$ cat src/rtl/val2_shift_sequencer_if.sv
// Request/response bundle between the EXE stage and the multi-cycle Val2 shift sequencer.
interface val2_shift_sequencer_if #(
  parameter int DATA_W = 32
);
  logic              flush;
  logic              req_valid;
  logic              req_ready;
  logic [DATA_W-1:0] op_a;
  logic [1:0]        shift_type;
  logic [7:0]        shift_amt;
  logic              carry_in;
  logic              resp_valid;
  logic              resp_ready;
  logic [DATA_W-1:0] result;
  logic              carry_out;
  logic              busy;

  modport master (
    output flush, req_valid, op_a, shift_type, shift_amt, carry_in, resp_ready,
    input  req_ready, resp_valid, result, carry_out, busy
  );

  modport slave (
    input  flush, req_valid, op_a, shift_type, shift_amt, carry_in, resp_ready,
    output req_ready, resp_valid, result, carry_out, busy
  );
endinterface

$ cat src/rtl/val2_shift_sequencer.sv
// Multi-cycle register-amount shifter for ALU operand 2, STEP bits per cycle.
// Define VAL2_SEQ_CARRY_EN to build the shifter carry-out path; otherwise carry_out is tied 0.
//
// state | meaning
// IDLE  | waiting for a request, req_ready high
// SHIFT | iterating the shift; rem==0 means finished, move to DONE
// DONE  | result and carry held until consumer takes them
module val2_shift_sequencer #(
  parameter int DATA_W = 32,
  parameter int STEP   = 4
) (
  input logic                   clk,
  input logic                   rst,
  val2_shift_sequencer_if.slave bus
);
  typedef enum logic [1:0] {IDLE = 2'd0, SHIFT = 2'd1, DONE = 2'd2} state_t;

  localparam logic [5:0] STEP_C  = 6'(STEP);
  localparam logic [5:0] WIDTH_C = 6'(DATA_W);
  localparam logic [7:0] MAX_AMT = 8'(DATA_W + 1);

  state_t            state;
  logic [DATA_W-1:0] work;
  logic [DATA_W-1:0] shifted;
  logic [DATA_W-1:0] ror_res;
  logic [DATA_W:0]   lsl_ext;
  logic [DATA_W:0]   lsr_ext;
  logic [DATA_W:0]   asr_ext;
  logic [1:0]        typ;
  logic [5:0]        rem;
  logic [5:0]        eff;
  logic [5:0]        s;
  logic [4:0]        ror_m1;
  logic              sh_c;

`ifdef VAL2_SEQ_CARRY_EN
  logic carry_q;
`else
  logic unused_carry;
  assign unused_carry = sh_c ^ bus.carry_in;
`endif

  assign ror_m1 = bus.shift_amt[4:0] - 5'd1;

  always_comb begin
    eff = 6'd0;
    if (bus.shift_type == 2'b11) begin
      if (bus.shift_amt != 8'd0) eff = {1'b0, ror_m1} + 6'd1;
    end else if (bus.shift_amt > MAX_AMT) begin
      eff = MAX_AMT[5:0];
    end else begin
      eff = bus.shift_amt[5:0];
    end
  end

  assign s = (rem < STEP_C) ? rem : STEP_C;

  // One guard bit on each extended vector captures the last bit shifted out.
  always_comb begin
    lsl_ext = {1'b0, work} << s;
    lsr_ext = {work, 1'b0} >> s;
    asr_ext = $signed({work, 1'b0}) >>> s;
    ror_res = (work >> s) | (work << (WIDTH_C - s));
    shifted = lsl_ext[DATA_W-1:0];
    sh_c    = lsl_ext[DATA_W];
    case (typ)
      2'b01: begin
        shifted = lsr_ext[DATA_W:1];
        sh_c    = lsr_ext[0];
      end
      2'b10: begin
        shifted = asr_ext[DATA_W:1];
        sh_c    = asr_ext[0];
      end
      2'b11: begin
        shifted = ror_res;
        sh_c    = ror_res[DATA_W-1];
      end
      default: ;
    endcase
  end

  // Zero-count requests still pass one cycle through SHIFT so latency is uniform.
  always_ff @(posedge clk or negedge rst) begin
    if (!rst) begin
      state <= IDLE;
      work  <= '0;
      typ   <= '0;
      rem   <= '0;
`ifdef VAL2_SEQ_CARRY_EN
      carry_q <= 1'b0;
`endif
    end else if (bus.flush) begin
      state <= IDLE;
    end else begin
      case (state)
        IDLE: begin
          if (bus.req_valid) begin
            work  <= bus.op_a;
            typ   <= bus.shift_type;
            rem   <= eff;
            state <= SHIFT;
`ifdef VAL2_SEQ_CARRY_EN
            carry_q <= bus.carry_in;
`endif
          end
        end
        SHIFT: begin
          if (rem == 6'd0) begin
            state <= DONE;
          end else begin
            work <= shifted;
            rem  <= rem - s;
`ifdef VAL2_SEQ_CARRY_EN
            carry_q <= sh_c;
`endif
          end
        end
        DONE: begin
          if (bus.resp_ready) state <= IDLE;
        end
        default: state <= IDLE;
      endcase
    end
  end

  assign bus.req_ready  = (state == IDLE);
  assign bus.resp_valid = (state == DONE);
  assign bus.busy       = (state == SHIFT) || (state == DONE);
  assign bus.result     = work;
`ifdef VAL2_SEQ_CARRY_EN
  assign bus.carry_out  = carry_q;
`else
  assign bus.carry_out  = 1'b0;
`endif
endmodule

$ cat src/flat_wrapper.sv
// flat-port wrapper written by rule: the top's interface ports become plain ports
module val2_shift_sequencer_flat 
#(
  parameter int DATA_W = 32,
  parameter int STEP   = 4
)
  (clk, rst, bus_flush, bus_req_valid, bus_op_a, bus_shift_type, bus_shift_amt, bus_carry_in, bus_resp_ready, bus_req_ready, bus_resp_valid, bus_result, bus_carry_out, bus_busy);
  val2_shift_sequencer_if #(.DATA_W(DATA_W)) bus_i ();
  input logic clk;
  input logic rst;
  input wire logic [$bits(bus_i.flush)-1:0] bus_flush;
  input wire logic [$bits(bus_i.req_valid)-1:0] bus_req_valid;
  input wire logic [$bits(bus_i.op_a)-1:0] bus_op_a;
  input wire logic [$bits(bus_i.shift_type)-1:0] bus_shift_type;
  input wire logic [$bits(bus_i.shift_amt)-1:0] bus_shift_amt;
  input wire logic [$bits(bus_i.carry_in)-1:0] bus_carry_in;
  input wire logic [$bits(bus_i.resp_ready)-1:0] bus_resp_ready;
  output wire logic [$bits(bus_i.req_ready)-1:0] bus_req_ready;
  output wire logic [$bits(bus_i.resp_valid)-1:0] bus_resp_valid;
  output wire logic [$bits(bus_i.result)-1:0] bus_result;
  output wire logic [$bits(bus_i.carry_out)-1:0] bus_carry_out;
  output wire logic [$bits(bus_i.busy)-1:0] bus_busy;
  assign bus_i.flush = bus_flush;
  assign bus_i.req_valid = bus_req_valid;
  assign bus_i.op_a = bus_op_a;
  assign bus_i.shift_type = bus_shift_type;
  assign bus_i.shift_amt = bus_shift_amt;
  assign bus_i.carry_in = bus_carry_in;
  assign bus_i.resp_ready = bus_resp_ready;
  assign bus_req_ready = bus_i.req_ready;
  assign bus_resp_valid = bus_i.resp_valid;
  assign bus_result = bus_i.result;
  assign bus_carry_out = bus_i.carry_out;
  assign bus_busy = bus_i.busy;
  val2_shift_sequencer #(.DATA_W(DATA_W), .STEP(STEP)) u_core (.clk(clk), .rst(rst), .bus(bus_i));
endmodule
$ cat config.mk
export PLATFORM = sky130hd
export DESIGN_NAME = val2_shift_sequencer_flat
export DESIGN_NICKNAME = d
export VERILOG_FILES = /design/src/rtl/val2_shift_sequencer_if.sv /design/src/rtl/val2_shift_sequencer.sv /design/src/flat_wrapper.sv
export SDC_FILE = /design/constraint.sdc
export NUM_CORES = 1
export LEC_CHECK = 0
export ABC_AREA = 1
export CAP_MARGIN = 15
export CORE_UTILIZATION = 50
export DETAILED_ROUTE_END_ITERATION = 8
export PLACE_DENSITY = 0.75
export REMOVE_ABC_BUFFERS = 1
export SLEW_MARGIN = 20
export SYNTH_ARGS = -nofsm -noshare
export SYNTH_HDL_FRONTEND = slang
export SYNTH_SLANG_ARGS = --single-unit
$ cat constraint.sdc
create_clock -name clk -period 6.5 [get_ports clk]
set_input_delay 1.3 -clock clk [delete_from_list [all_inputs] [get_ports clk]]
set_output_delay 1.3 -clock clk [all_outputs]
set_load 0.02 [all_outputs]
After elaboration in Yosys (flattened, before gate mapping)
Cells that the tools add are included.
Word-level totals
  flip-flop bits (word level): 42
  bits of input ports: 48
Cells by class
  reductions and logical operators: 8
  multiplexer cells: 16
  equal/unequal tests: 11
  shifts and indexed selects: 5
  order comparisons: 2
  bitwise operators: 2
  add/subtract/negate cells: 4
Operator list (number)
  one-hot mux 32 bit (3 select lines): 1
  2-to-1 mux 32 bit: 2
  one-hot mux 32 bit (2 select lines): 1
  << shifter 32 x 6 -> 32 bit: 2
  2-to-1 mux 6 bit: 6
  >> shifter 33 x 6 -> 33 bit: 1
  >>> shifter 33 x 6 -> 33 bit: 1
  bitwise OR 32 bit: 1
  >> shifter 32 x 6 -> 32 bit: 1
  one-hot mux 6 bit (2 select lines): 1
  equality test 2 bit (second input constant): 4
  greater-than comparator 8 x 6 -> 1 bit (second input constant): 1
  2-to-1 mux 2 bit: 4
  nonzero test 8 bit: 1
  adder 5 x 1 -> 6 bit (second input constant): 1
  logical NOT 6 bit: 1
  < comparator 6 x 3 -> 1 bit (second input constant): 1
  inequality test 3 bit (second input constant): 2
  one-hot mux 2 bit (3 select lines): 1
  AND reduction 3 bit: 2
  subtractor 6 bit: 1
  subtractor 6 bit (first input constant): 1
  subtractor 5 x 1 -> 5 bit (second input constant): 1
  equality test 2 x 1 -> 1 bit (second input constant): 2
  7 further kinds: 8

Logic depth before layout (Yosys ltp)
Gate-level depths: netlist of the first run.
  depth in word-level cells: 8
  depth in mapped cells: 23
  gate-level depth less buffers: 21

Worst setup path before layout of the first run
No wires, ideal clock.
  path kind: reg-to-reg
  start: reg u_core.rem[4]
  end: reg u_core.work[20] (netlist: u_core.bus.result[20])
  clock period less this slack: 2.739 ns
  required time: 6.380 ns
  arrival time: 2.618 ns
  cell stages (with the launch flop): 16
  slack: 3.761 ns
  buffers on the path: 4
  cells stage by stage: dfrtp_1 -> nor2_4 -> nand2_4 -> buf_6 -> nor2_8 -> inv_2 -> buf_2 -> ha_1 -> inv_1 -> clkbuf_1 -> buf_2 -> o21ai_0 -> o211ai_1 -> nand2_1 -> o21ai_1 -> nand2_1
Between the ends
  longest elaborated chain between the ends: 8
  elaborated cells on any way between the ends: 15
  those cells by class: 1 x add/sub; 1 x order compare; 1 x eq/ne; 5 x shift; 4 x mux; 1 x bitwise; 2 x reduce/logical
Ends and longest elaborated chain
  start, declared: RTL line val2_shift_sequencer.sv:30  | logic [5:0] rem;
  start signal, assigned: RTL line val2_shift_sequencer.sv:113  | rem <= rem - s;
  < comparator 6 x 3 -> 1 bit: RTL line val2_shift_sequencer.sv:56  | assign s = (rem < STEP_C) ? rem : STEP_C;
  2-to-1 mux 6 bit: RTL line val2_shift_sequencer.sv:56
  subtractor 6 bit: RTL line val2_shift_sequencer.sv:63  | ror_res = (work >> s) | (work << (WIDTH_C - s));
  << shifter 32 x 6 -> 32 bit: RTL line val2_shift_sequencer.sv:63
  bitwise OR 32 bit: RTL line val2_shift_sequencer.sv:63
  one-hot mux 32 bit (3 select lines): RTL line val2_shift_sequencer.sv:66  | case (typ)
  2-to-1 mux 32 bit: RTL line val2_shift_sequencer.sv:109  | if (rem == 6'd0) begin
  one-hot mux 32 bit (2 select lines): RTL line val2_shift_sequencer.sv:96  | case (state)
  end signal, assigned: RTL line val2_shift_sequencer.sv:99  | work <= bus.op_a;
  end signal, assigned: RTL line val2_shift_sequencer.sv:112  | work <= shifted;
  end, declared: RTL line val2_shift_sequencer.sv:23  | logic [DATA_W-1:0] work;
Parallel ways exist; a longest one is shown, timed or not. The select of a mux whose other input is x is not followed.
A chain may end at the register's enable or synchronous reset.

Worst setup path after layout of the first run
  start: reg u_core.rem[1]
  end: reg u_core.work[15] (netlist: u_core.bus.result[15])
The elaborated chain is that of the path after synthesis.

==> results of run 1 <==
-- sequential cells by signal, summed over array words and instances (netlist names) --
| name | count |
|---|---|
| u_core.rem | 6 |
| u_core.state | 2 |
| u_core.bus.result | 32 |
| u_core.typ | 2 |
-- worst max-delay path, cell delays in order, from the launching register on --
cell and delay (ns):
dfrtp_1 0.68, clkinv_1 0.53, nor2_8 0.72, inv_2 0.50, ha_1 0.89, inv_1 0.54, mux2i_2 0.40, nand2_1 0.11
nand2_1 0.10, nand2_1 0.08, o21ai_1 0.10, nand2_1 0.06, nand2_1 0.08, nand2_1 0.05, nand2_1 0.05
-- how the worst min path moves through the flow --
stage                                      start  slack, ns                           endpoint
6_report       u_core.bus.result[24]$_DFFE_PN0P_       0.52  u_core.bus.result[24]$_DFFE_PN0P_
5_1_grt        u_core.bus.result[24]$_DFFE_PN0P_       0.55  u_core.bus.result[24]$_DFFE_PN0P_
4_1_cts        u_core.bus.result[24]$_DFFE_PN0P_       0.52  u_core.bus.result[24]$_DFFE_PN0P_
3_5_place_dp   u_core.bus.result[26]$_DFFE_PN0P_       0.49  u_core.bus.result[26]$_DFFE_PN0P_
3_3_place_gp   u_core.bus.result[24]$_DFFE_PN0P_       0.50  u_core.bus.result[24]$_DFFE_PN0P_
2_1_floorplan        u_core.state[1]$_DFFE_PN0P_       0.51        u_core.state[1]$_DFFE_PN0P_
-- metrics by stage --
step                      utilization  std cells  power (mW)  cell area, sq um
after floorplan                     -        877        2.30              4970
after global placement          0.585       1099        3.08              5980
after detailed placement        0.585       1099        3.10              5980
after CTS                       0.595       1107        3.32              6090
after global routing            0.595       1107        3.68              6090
final                           0.595       1107        3.38              6090
-- power by group --
| part | leakage, nW | internal, mW | switching (mW) |
|---|---|---|---|
| Sequential | 0.517 | 0.383 | 0.155 |
| Combinational | 2.36 | 0.866 | 1.77 |
| Clock | 0.0575 | 0.108 | 0.101 |
-- cells in the final DEF, fill, tap and decap left out, types with 3 or more instances in the layout --
cell / instances
a21oi_1: 35
a22oi_1: 3
a31oi_1: 5
buf_4: 5
clkbuf_8: 8
clkdlybuf4s50_1: 80
dfrtp_1: 42
ha_1: 7
inv_1: 78
inv_2: 10
nand2_1: 342
nand3_1: 69
nand4_1: 7
nor2_1: 86
nor2_2: 3
nor2_4: 7
nor3_1: 3
o2111ai_1: 6
o211ai_1: 25
o21a_1: 3
o21ai_0: 70
o21ai_1: 31
o21ai_2: 3
o221ai_1: 10
o22ai_1: 7
xor2_1: 3
-- metal layers --
metal	share of wire	up-vias	global-route usage
met1	0.43	2908	0.444
met5	0	-	0
met3	0.11	51	0.0514
li1	-	3133	-
met4	0.029	0	0.117
met2	0.44	399	0.504
-- area by class of cell --
type / instances / area share
well taps: 136 / 0.0279
multi-input cells: 745 / 0.587
flip-flops and latches: 42 / 0.173
inverters: 90 / 0.0559
repair buffers: 86 / 0.138
clock buffers: 8 / 0.0181
-- kinds of logic after synthesis --
group	share of synthesized area
mux	0.00454
compound gates	0.231
buf+inv	0.117
flops	0.201
simple gates	0.421
fa+ha+maj	0.0191
other cells	0.00143
xor+xnor	0.00501
==> run metrics, run 1 <==
RSZ-0062 raised after global routing no; HPWL Detailed 12100 microns; syn avg cell area 5.65 sq um; Pwr Density 555 nW/um^2; max_slew headroom 0.353; die width 104 microns; core box area 10200 sq um; Worst-path clk slew 0.09 ns; hold depth 2; Area Overhead vs Synth 16.2%; commonest cells in the netlist 342 x nand2_1, 86 x nor2_1, 78 x inv_1, 70 x o21ai_0, 69 x nand3_1; I/O Pins 84; Clock Tree Root clkbuf_8; Inserted Clock Buffers 5; crit end category flip-flop; via count 6491; Peak supply drop 0.261 mV; FP Rows 37; max-slew violation count 0; EDFF count, synth 0; post-cts sizing count 0; maximum number of pins on one net before global-route repair 53; gpl congestion 0.962; top-area cell type share of the netlist area 0.245; Synth Flop Type dfrtp_1; 1st-pass router iterations 6; skew final 0.00877 ns; Nets 1026; r2r startpoint u_core.rem[1]$_DFFE_PN0P_; Tcrit/Tclk final 0.763; final setup margin 1.54 ns; post-route ant nets 0; die area 10900 sq um; # port buffers 81; vias in the first global route 5936; max-cap violation count 0; Max H-tree Level 2; first-pass GRT wire length 28500 microns; Worst setup SP type flip-flop; highest clock rate 202 MHz; Synth Instances 927; clk sinks 42; Setup WS pre-CTS 1.76 ns; DRC viols 0; 1st-iter DRT viols 698; crit path max fanout 52; grt total ovfl 0; run status finished clean; Fillers 1080; flop2flop setup slack 1.54 ns; R2R depth 14; Slew @ Worst Pin 0.971 ns; Worst setup startpoint u_core.rem[1]$_DFFE_PN0P_; CTS tree yes; post-synthesis async set-or-reset flop share 1.00; Vias/cell 5.86; Setup Total Neg Slack 0 ns; count of final hold-check violations 0; worst-case clock buffer depth 2; total track usage 0.322; CTS Hold Bufs 0; Setup Fix Bufs, Post-CTS 0; Critical Path RT 6.75 ns; most common cell in the netlist nand2_1; Synth area leader nand2_1; Leakage Power 2.93 nW; share of cells above drive strength 1 0.0494; Die Y-Extent 104 microns; WL per Instance 15.6 microns; Initial Util 0.512; register area share after synthesis 0.201; FF+latch count, synth 42; worst hold path class flip-flop to flip-flop; Synth cell types 44; top cells by area, synth nand2_1 24%, dfrtp_1 20%, o21ai_0 6.7%, nand3_1 6.6%, nor2_1 6.2%; Yosys warnings 0; footprint of the multi-input gates 3580 sq um; reg2reg end u_core.bus.result[15]$_DFFE_PN0P_; Arr. time, crit path 5.21 ns; sequential cell area 1050 sq um; drt total wl 17200 microns; Setup CP Type flip-flop to flip-flop; Netlist Area Pre-Place 5240 sq um; Antenna diodes 0; worst skew pair latency 0.31 ns; initial antenna violation count 0; fin crit period 4.96 ns; # setup viols final 0; CP endpoint u_core.bus.result[15]$_DFFE_PN0P_; WHS 0.524 ns
Power figures use the tool's default switching activity.
==> run 2, diff against run 1 <==
==> constraint.sdc (replaced) <==
create_clock -name clk -period 4.65 [get_ports clk]
set_input_delay 0.93 -clock clk [delete_from_list [all_inputs] [get_ports clk]]
set_output_delay 0.93 -clock clk [all_outputs]
set_load 0.02 [all_outputs]
==> run metrics, run 2 (synthesized netlist as in run 1, its figures left out) <==
post-cts sizing count 0 (unchanged); Fillers 1085 (was 1080); worst skew pair latency 0.31 ns (about the same); R2R depth 12 (was 14); flop2flop setup slack 1.11 ns (was 1.54 ns); sequential cell area 1050 sq um (unchanged); worst hold path class flip-flop to flip-flop (unchanged); fin area 6150 sq um (was 6090 sq um); Flop pwr share 0.158 (was 0.159); 1st-iter DRT viols 708 (was 698); max-cap violation count 0 (unchanged); Worst setup SP type flip-flop (unchanged); clk sinks 42 (unchanged); worst hold start u_core.bus.result[24]$_DFFE_PN0P_ (unchanged); CTS tree yes (unchanged); WL per Instance 15.6 microns (about the same); Slew @ Worst Pin 0.796 ns (was 0.971 ns); crit path max fanout 47 (was 52); met3 Usage GRT 0.0695 (was 0.0514); Leakage Power 2.97 nW (was 2.93 nW); clock network power share 0.064 (was 0.062); reg2reg end u_core.bus.result[13]$_DFFE_PN0P_ (was u_core.bus.result[15]$_DFFE_PN0P_); die width 104 microns (unchanged); Max H-tree Level 2 (unchanged); Area Overhead vs Synth 17.3% (was 16.2%); Vias/cell 5.73 (was 5.86); FP Rows 37 (unchanged); hold depth 2 (unchanged); Setup Fix Bufs, Post-CTS 0 (unchanged); Critical Path Most Common Cell nor2_4 (was nand2_1); highest clock rate 282 MHz (was 202 MHz); maximum number of pins on one net before global-route repair 63 (was 53); sw power 2.83 mW (was 2.02 mW); worst-case clock buffer depth 2 (unchanged); # port buffers 81 (unchanged); grt total ovfl 0 (unchanged); max_slew headroom 0.470 (was 0.353); Setup CP Type flip-flop to flip-flop (unchanged); crit end category flip-flop (unchanged); Die Y-Extent 104 microns (unchanged); skew final 0.0117 ns (was 0.00877 ns); Critical Path RT 4.82 ns (was 6.75 ns); HPWL Detailed 12100 microns (about the same); I/O Pins 84 (unchanged); most frequent cells in the layout 342 x nand2_1, 86 x nor2_1, 80 x clkdlybuf4s50_1 (unchanged); most frequent standard cell in the layout excluding fill and tap cells nand2_1 (unchanged); vias in the first global route 5703 (was 5936); 1st-pass router iterations 5 (was 6); Hold EP u_core.bus.result[24]$_DFFE_PN0P_ (unchanged); Peak supply drop 0.409 mV (was 0.261 mV); Worst-path clk slew 0.09 ns (about the same); Area after DPL 6010 sq um (was 5980 sq um); internal power 1.92 mW (was 1.36 mW); footprint of the multi-input gates 3580 sq um (unchanged); most used routing layer met2 (unchanged); combinational share of power 0.779 (about the same); r2r startpoint u_core.rem[4]$_DFFE_PN0P_ (was u_core.rem[1]$_DFFE_PN0P_); post-route ant nets 0 (unchanged); gpl congestion 0.961 (was 0.962); share of cells above drive strength 1 0.0543 (was 0.0494); delay-heaviest family, CP simple AND/OR/NAND/NOR gates (was buffers and inverters); die area 10900 sq um (unchanged); Initial Util 0.512 (unchanged); first-pass GRT wire length 28500 microns (about the same); RSZ-0062 raised after global routing no (unchanged); Setup WS pre-CTS 1.16 ns (was 1.76 ns); met1 usage 0.441 (was 0.444); Final Util 0.601 (was 0.595); Tcrit/Tclk final 0.761 (was 0.763); max-slew violation count 0 (unchanged); crit-path cells nor2_4, nand2_4, nor2_4, inv_4, nor2_8, inv_2, nor2_2, nor2_4, inv_2, nor2_1, o21ai_1, o21ai_0 (was clkinv_1, nor2_8, inv_2, ha_1, inv_1, mux2i_2, nand2_1, nand2_1, nand2_1, o21ai_1, nand2_1, nand2_1, nand2_1, nand2_1); Inserted Clock Buffers 5 (unchanged); via count 6371 (was 6491); total track usage 0.322 (about the same); Largest register FFs 32 (unchanged); Overall Power 4.75 mW (was 3.38 mW); Pwr Density 772 nW/um^2 (was 555 nW/um^2); Bufs and invs on worst path 3 (unchanged); CTS Hold Bufs 0 (unchanged); # setup viols final 0 (unchanged); run status finished clean (unchanged); initial antenna violation count 0 (unchanged); CP max-delay cell nor2_4 (was ha_1); drt total wl 17300 microns (was 17200 microns); final setup margin 1.11 ns (was 1.54 ns); Nets 1031 (was 1026); met2 Usage GRT 0.509 (was 0.504); fin crit period 3.54 ns (was 4.96 ns); sw frac 0.596 (was 0.599); DRC viols 0 (unchanged); highest cell delay on the worst timing path 0.61 ns (was 0.89 ns); Setup Total Neg Slack 0 ns (unchanged); core box area 10200 sq um (unchanged); Antenna diodes 0 (unchanged); Clock Tree Root clkbuf_8 (unchanged); Arr. time, crit path 3.71 ns (was 5.21 ns); count of final hold-check violations 0 (unchanged)
-- run 2: how the worst max path moves through the flow --
stage                                   start                                 to  cells after the start  slack (ns)
finish              u_core.rem[4]$_DFFE_PN0P_  u_core.bus.result[13]$_DFFE_PN0P_                     12        1.11
global route        u_core.rem[4]$_DFFE_PN0P_  u_core.bus.result[13]$_DFFE_PN0P_                     12        0.90
CTS                 u_core.rem[4]$_DFFE_PN0P_   u_core.bus.result[0]$_DFFE_PN0P_                     12        1.17
detailed placement              bus_req_valid   u_core.bus.result[0]$_DFFE_PN0P_                     11        1.16
global placement                bus_req_valid   u_core.bus.result[0]$_DFFE_PN0P_                     11        1.17
floorplan           u_core.rem[4]$_DFFE_PN0P_  u_core.bus.result[26]$_DFFE_PN0P_                     16        1.18
-- run 2: per-layer routing --
metal | wire length [microns] | part of all wire | up-vias
li1 | - | - | 3149
met1 | 7640 | 0.44 | 2858
met2 | 7700 | 0.44 | 328
met3 | 1600 | 0.092 | 36
met4 | 369 | 0.021 | 0
met5 | 0 | 0 | -
-- run 2: cell type report --
cell class | count | area share
Multi-Input combinational cell | 745 | 0.582
Sequential cell | 42 | 0.171
Timing Repair Buffer | 91 | 0.147
Inverter | 90 | 0.0554
Tap cell | 136 | 0.0277
Clock buffer | 5 | 0.0112
Clock inverter | 3 | 0.00651
-- run 2: power groups by stage --
stage / sequential [mW] / combinational [mW] / clock (mW)
global placement: 0.748 / 3.58 / 0
CTS: 0.744 / 3.61 / 0.312
finish: 0.748 / 3.70 / 0.304
global route: 0.773 / 4.08 / 0.331
detailed placement: 0.752 / 3.59 / 0
floorplan: 0.870 / 2.34 / 0
-- run 2: metrics by stage --
step	hold WS, ns	cells
2_1_floorplan	0.513	877
3_3_place_gp	0.496	1103
3_5_place_dp	0.498	1103
4_1_cts	0.521	1111
5_1_grt	0.551	1112
6_report	0.522	1112
-- run 2: tightest hold or removal path: cells and delay by family, from the launching register on --
kind	cells	cell delay (ns)
DFF	1	0.38
and+or+nand+nor	2	0.11
==> run 3, diff against run 2 <==
==> constraint.sdc (replaced) <==
create_clock -name clk -period 3.3 [get_ports clk]
set_input_delay 0.66 -clock clk [delete_from_list [all_inputs] [get_ports clk]]
set_output_delay 0.66 -clock clk [all_outputs]
set_load 0.02 [all_outputs]
==> run metrics, run 3 (synthesized netlist as in run 1, its figures left out) <==
run status finished clean (unchanged); HPWL Detailed 12600 microns (was 12100 microns); Antenna diodes 0 (unchanged); CTS Hold Bufs 0 (unchanged); Tcrit/Tclk final 0.873 (was 0.761); max_slew headroom 0.510 (was 0.470); highest clock rate 347 MHz (was 282 MHz); skew final 0.00493 ns (was 0.0117 ns); most frequent standard cell in the layout excluding fill and tap cells nand2_1 (unchanged); Critical Path RT 3.46 ns (was 4.82 ns); Max H-tree Level 2 (unchanged); clk sinks 42 (unchanged); worst skew pair latency 0.30 ns (was 0.31 ns); crit path max fanout 25 (was 47); max-slew violation count 0 (unchanged); # setup viols final 0 (unchanged); DRC viols 0 (unchanged); Pwr Density 1080 nW/um^2 (was 772 nW/um^2); total track usage 0.318 (was 0.322); WHS 0.331 ns (was 0.522 ns); core box area 10200 sq um (unchanged); Inserted Clock Buffers 5 (unchanged); Largest register FFs 32 (unchanged); FP Rows 37 (unchanged); Die Y-Extent 104 microns (unchanged); die width 104 microns (unchanged); # port buffers 81 (unchanged); Clock Tree Root clkbuf_8 (unchanged); Initial Util 0.512 (unchanged); Nets 1042 (was 1031); worst hold path class input port to async pin (was flip-flop to flip-flop); grt total ovfl 0 (unchanged); fin cells 1121 (was 1112); I/O Pins 84 (unchanged); Setup Fix Bufs, Post-CTS 0 (unchanged); CTS tree yes (unchanged); count of final hold-check violations 0 (unchanged); 1st-iter DRT viols 695 (was 708); via count 6363 (was 6371); max-cap violation count 0 (unchanged); WL per Instance 15.4 microns (was 15.6 microns); post-cts sizing count 0 (unchanged); first-pass GRT wire length 28100 microns (was 28500 microns); gpl congestion 0.987 (was 0.961); Leakage Power 3.01 nW (was 2.97 nW); Setup CP Type flip-flop to flip-flop (unchanged); initial antenna violation count 0 (unchanged); share of cells above drive strength 1 0.0629 (was 0.0543); Worst-path clk slew 0.08 ns (was 0.09 ns); Worst setup SP type flip-flop (unchanged); RSZ-0062 raised after global routing no (unchanged); crit end category flip-flop (unchanged); 1st-pass router iterations 5 (unchanged); drt total wl 17200 microns (was 17300 microns); Peak supply drop 0.471 mV (was 0.409 mV); vias in the first global route 5734 (was 5703); Overall Power 6.71 mW (was 4.75 mW); Area Overhead vs Synth 18.6% (was 17.3%); most frequent cells in the layout 342 x nand2_1, 86 x nor2_1, 80 x clkdlybuf4s50_1 (unchanged); worst-case clock buffer depth 2 (unchanged); Inst Count DP 1114 (was 1103); Vias/cell 5.68 (was 5.73); die area 10900 sq um (unchanged); Slew @ Worst Pin 0.733 ns (was 0.796 ns); flop2flop setup slack 0.42 ns (was 1.11 ns); Arr. time, crit path 3.04 ns (was 3.71 ns); post-route ant nets 0 (unchanged); maximum number of pins on one net before global-route repair 62 (was 63); fin crit period 2.88 ns (was 3.54 ns)
[run 3: cell types whose count changed in the layout (fill, tap and decap cells not counted), sizes merged]
cell    before  now
buf         11   22
bufinv       1    0
clkbuf       5    6
clkinv       3    1
[run 3: routing by layer]
layer,part of all wire,GRT usage
met1,0.44,0.440
met2,0.45,0.504
met3,0.093,0.0514
met4,0.018,0.103
met5,0,0
[run 3: through the flow]
stage               cell area [sq um]  utilization  setup TNS (ns)  setup WS, ns
floorplan                        4970            -           -1.61        -0.171
global placement                 6110        0.597               0         0.490
detailed placement               6110        0.597               0         0.488
CTS                              6190        0.605               0         0.488
global route                     6220        0.608               0         0.139
finish                           6220        0.608               0         0.420
[run 3: cell type report]
cell class	instances	area, sq um
Fill cell	1068	4010
Multi-Input combinational cell	745	3580
Sequential cell	42	1050
Tap cell	136	170
Inverter	90	340
Timing Repair Buffer	102	996
Clock buffer	6	82.6
[run 3: path summary, 6_finish.rpt]
check	start	end	cells after the start
max reg2reg	u_core.rem[4]$_DFFE_PN0P_	u_core.bus.result[27]$_DFFE_PN0P_	15
max in group asynchronous	rst	u_core.bus.result[2]$_DFFE_PN0P_	2
min	rst	u_core.bus.result[20]$_DFFE_PN0P_	1
min in group clk	u_core.bus.result[24]$_DFFE_PN0P_	u_core.bus.result[24]$_DFFE_PN0P_	2
min reg2reg	u_core.bus.result[24]$_DFFE_PN0P_	u_core.bus.result[24]$_DFFE_PN0P_	2
max	u_core.rem[4]$_DFFE_PN0P_	u_core.bus.result[27]$_DFFE_PN0P_	15
[run 3: power breakdown]
part	switching, mW	internal (mW)
Combinational	3.52	1.81
Clock	0.188	0.162
Sequential	0.278	0.755
Total	3.98	2.73
[run 3: worst max-delay path, stage by stage, from the launching register on]
cell	delay, ns
dfrtp_1	0.45
nor2_4	0.22
nand2_4	0.26
nor2_2	0.60
buf_4	0.30
nand2_1	0.08
o21ai_1	0.07
inv_1	0.06
nand2_1	0.08
o21ai_0	0.11
o21ai_1	0.18
nand2_1	0.07
nand2_1	0.07
nand2_1	0.06
nand2_1	0.06
o21ai_1	0.06
==> edit (settings of run 2) <==
`DATA_W` is set to 32 in 3 places; all go to 36.
--- a/src/rtl/val2_shift_sequencer_if.sv
+++ b/src/rtl/val2_shift_sequencer_if.sv
@@ -1,6 +1,6 @@
 // Request/response bundle between the EXE stage and the multi-cycle Val2 shift sequencer.
 interface val2_shift_sequencer_if #(
-  parameter int DATA_W = 32
+  parameter int DATA_W = 36
 );
   logic              flush;
   logic              req_valid;
--- a/src/rtl/val2_shift_sequencer.sv
+++ b/src/rtl/val2_shift_sequencer.sv
@@ -6,7 +6,7 @@
 // SHIFT | iterating the shift; rem==0 means finished, move to DONE
 // DONE  | result and carry held until consumer takes them
 module val2_shift_sequencer #(
-  parameter int DATA_W = 32,
+  parameter int DATA_W = 36,
   parameter int STEP   = 4
 ) (
   input logic                   clk,
--- a/src/flat_wrapper.sv
+++ b/src/flat_wrapper.sv
@@ -1,7 +1,7 @@
 // flat-port wrapper written by rule: the top's interface ports become plain ports
 module val2_shift_sequencer_flat 
 #(
-  parameter int DATA_W = 32,
+  parameter int DATA_W = 36,
   parameter int STEP   = 4
 )
   (clk, rst, bus_flush, bus_req_valid, bus_op_a, bus_shift_type, bus_shift_amt, bus_carry_in, bus_resp_ready, bus_req_ready, bus_resp_valid, bus_result, bus_carry_out, bus_busy);
Interface: changed (resized bus_op_a and bus_result); port bits go from 84 to 92. The function was not compared with the original's and may differ.
==> edit against run 2 <==
Combinational power decreased by 10%; design area is 0.75% higher; area after synthesis is 1.4% higher; sequential power is 15% higher; sequential cell count grew 4; global-route usage is 1.2 points lower; synthesized cell count is 2.5% higher; worst setup slack got worse by 33 ps; core utilization decreased by 0.091 points; routed wire length down 3.9%; non-clock buffer count rose by 5; via count barely moved; total power fell by 5.1%.
==> edit: results (changes against run 2) <==
* Port bufs at 89 (+9.9%)
* Largest register FFs at 36 (+13%)
* Final net count at 1,057 (+2.5%)
* Status: completed
* Starting DRT DRC Count at 582 (-18%)
* Number of global-route vias before repair at 5,769 (+1.2%)
* Commonest cells in the netlist: 334 x nand2_1, 161 x nand3_1, 105 x nor2_1
* GRT Overall Usage at 0.310 (-0.0122)
* FILL cells at 1,096 (+1.0%)
* WL final at 16.6 mm (-3.9%)
* Post-Place Cell Area at 0.00608 mm^2 (+1.2%)
* RR Endpoint: u_core.bus.result[0]
* Leak at 3.00 nW (+1.0%)
* Top area cells in the synthesized netlist: nand2_1 24%, dfrtp_1 22%, nand3_1 15%
* Hold path start: u_core.bus.result[23]
* Slew headroom at 0.291 (-0.178)
* CP Launch Point: u_core.rem[3]
* Arrival @ worst endpoint at 3780 ps (+70 ps)
* Seq/Total Area, Yosys at 0.217 (+0.0160)
* R2R cell count at 11 (-1)
* Fraction of layout cells with a size suffix above 1 at 0.0431 (-0.0112)
* Hold endpoint: u_core.bus.result[23]
* Post-DP HPWL at 11.1 mm (-7.7%)
* Max FO, Critical Path at 43 (-8.5%)
* Final GP Congestion at 0.919 (-4.4%)
* Via density at 5.62 (-1.9%)
* R2r setup slk at 1080 ps (-30 ps)
* Crit path max-delay cell type: nor2_8
edit: through the flow:
stage | hold WS (ps) | utilization | cells | setup WS, ps | power, W
floorplan | 491 | - | 894 | 1230 | 0.00305
global placement | 489 | 0.589 | 1126 | 1140 | 0.00411
detailed placement | 499 | 0.589 | 1126 | 1120 | 0.00412
CTS | 525 | 0.600 | 1134 | 1090 | 0.00445
global route | 536 | 0.600 | 1134 | 726 | 0.00493
finish | 517 | 0.600 | 1134 | 1080 | 0.00450
edit: final cells by class:
cell class / instances / area, um^2 / area share
flip-flops and latches: 46 / 1150 / 0.186
clock buffers: 8 / 110 / 0.0178
multi-input cells: 765 / 3510 / 0.567
inverters: 83 / 312 / 0.0503
repair buffers: 96 / 941 / 0.152
well taps: 136 / 170 / 0.0275
edit: logic make-up (layout without fill, tap and decap cells):
group	after synthesis	in the layout	synth area share
and+or+nand+nor	654	654	0.534
buffers and inverters	139	187	0.124
AOI/OAI and AO/OA	101	101	0.105
DFF	46	46	0.217
adders and majority gates	8	8	0.0188
other	2	2	0.00141
edit: worst register-to-register path, delay by kind of cell (launching register included):
kind                   cells  cell delay (ps)
AOI/OAI and AO/OA          1              230
buffers and inverters      3              910
DFF                        1              400
and+or+nand+nor            7             1920
edit: layer usage:
layer,GRT usage,vias to the layer above,wire [um]
met5,0,-,0
met4,0.0986,0,350
met3,0.0387,34,1220
met2,0.488,282,7390
met1,0.439,2878,7660
li1,-,3182,-
edit: power by group:
group	internal (W)	leakage [nW]	total [W]	switching (W)
sequential	0.000588	0.570	0.000859	0.000272
combinational	0.00114	2.37	0.00333	0.00219
clock	0.000151	0.0575	0.000314	0.000163
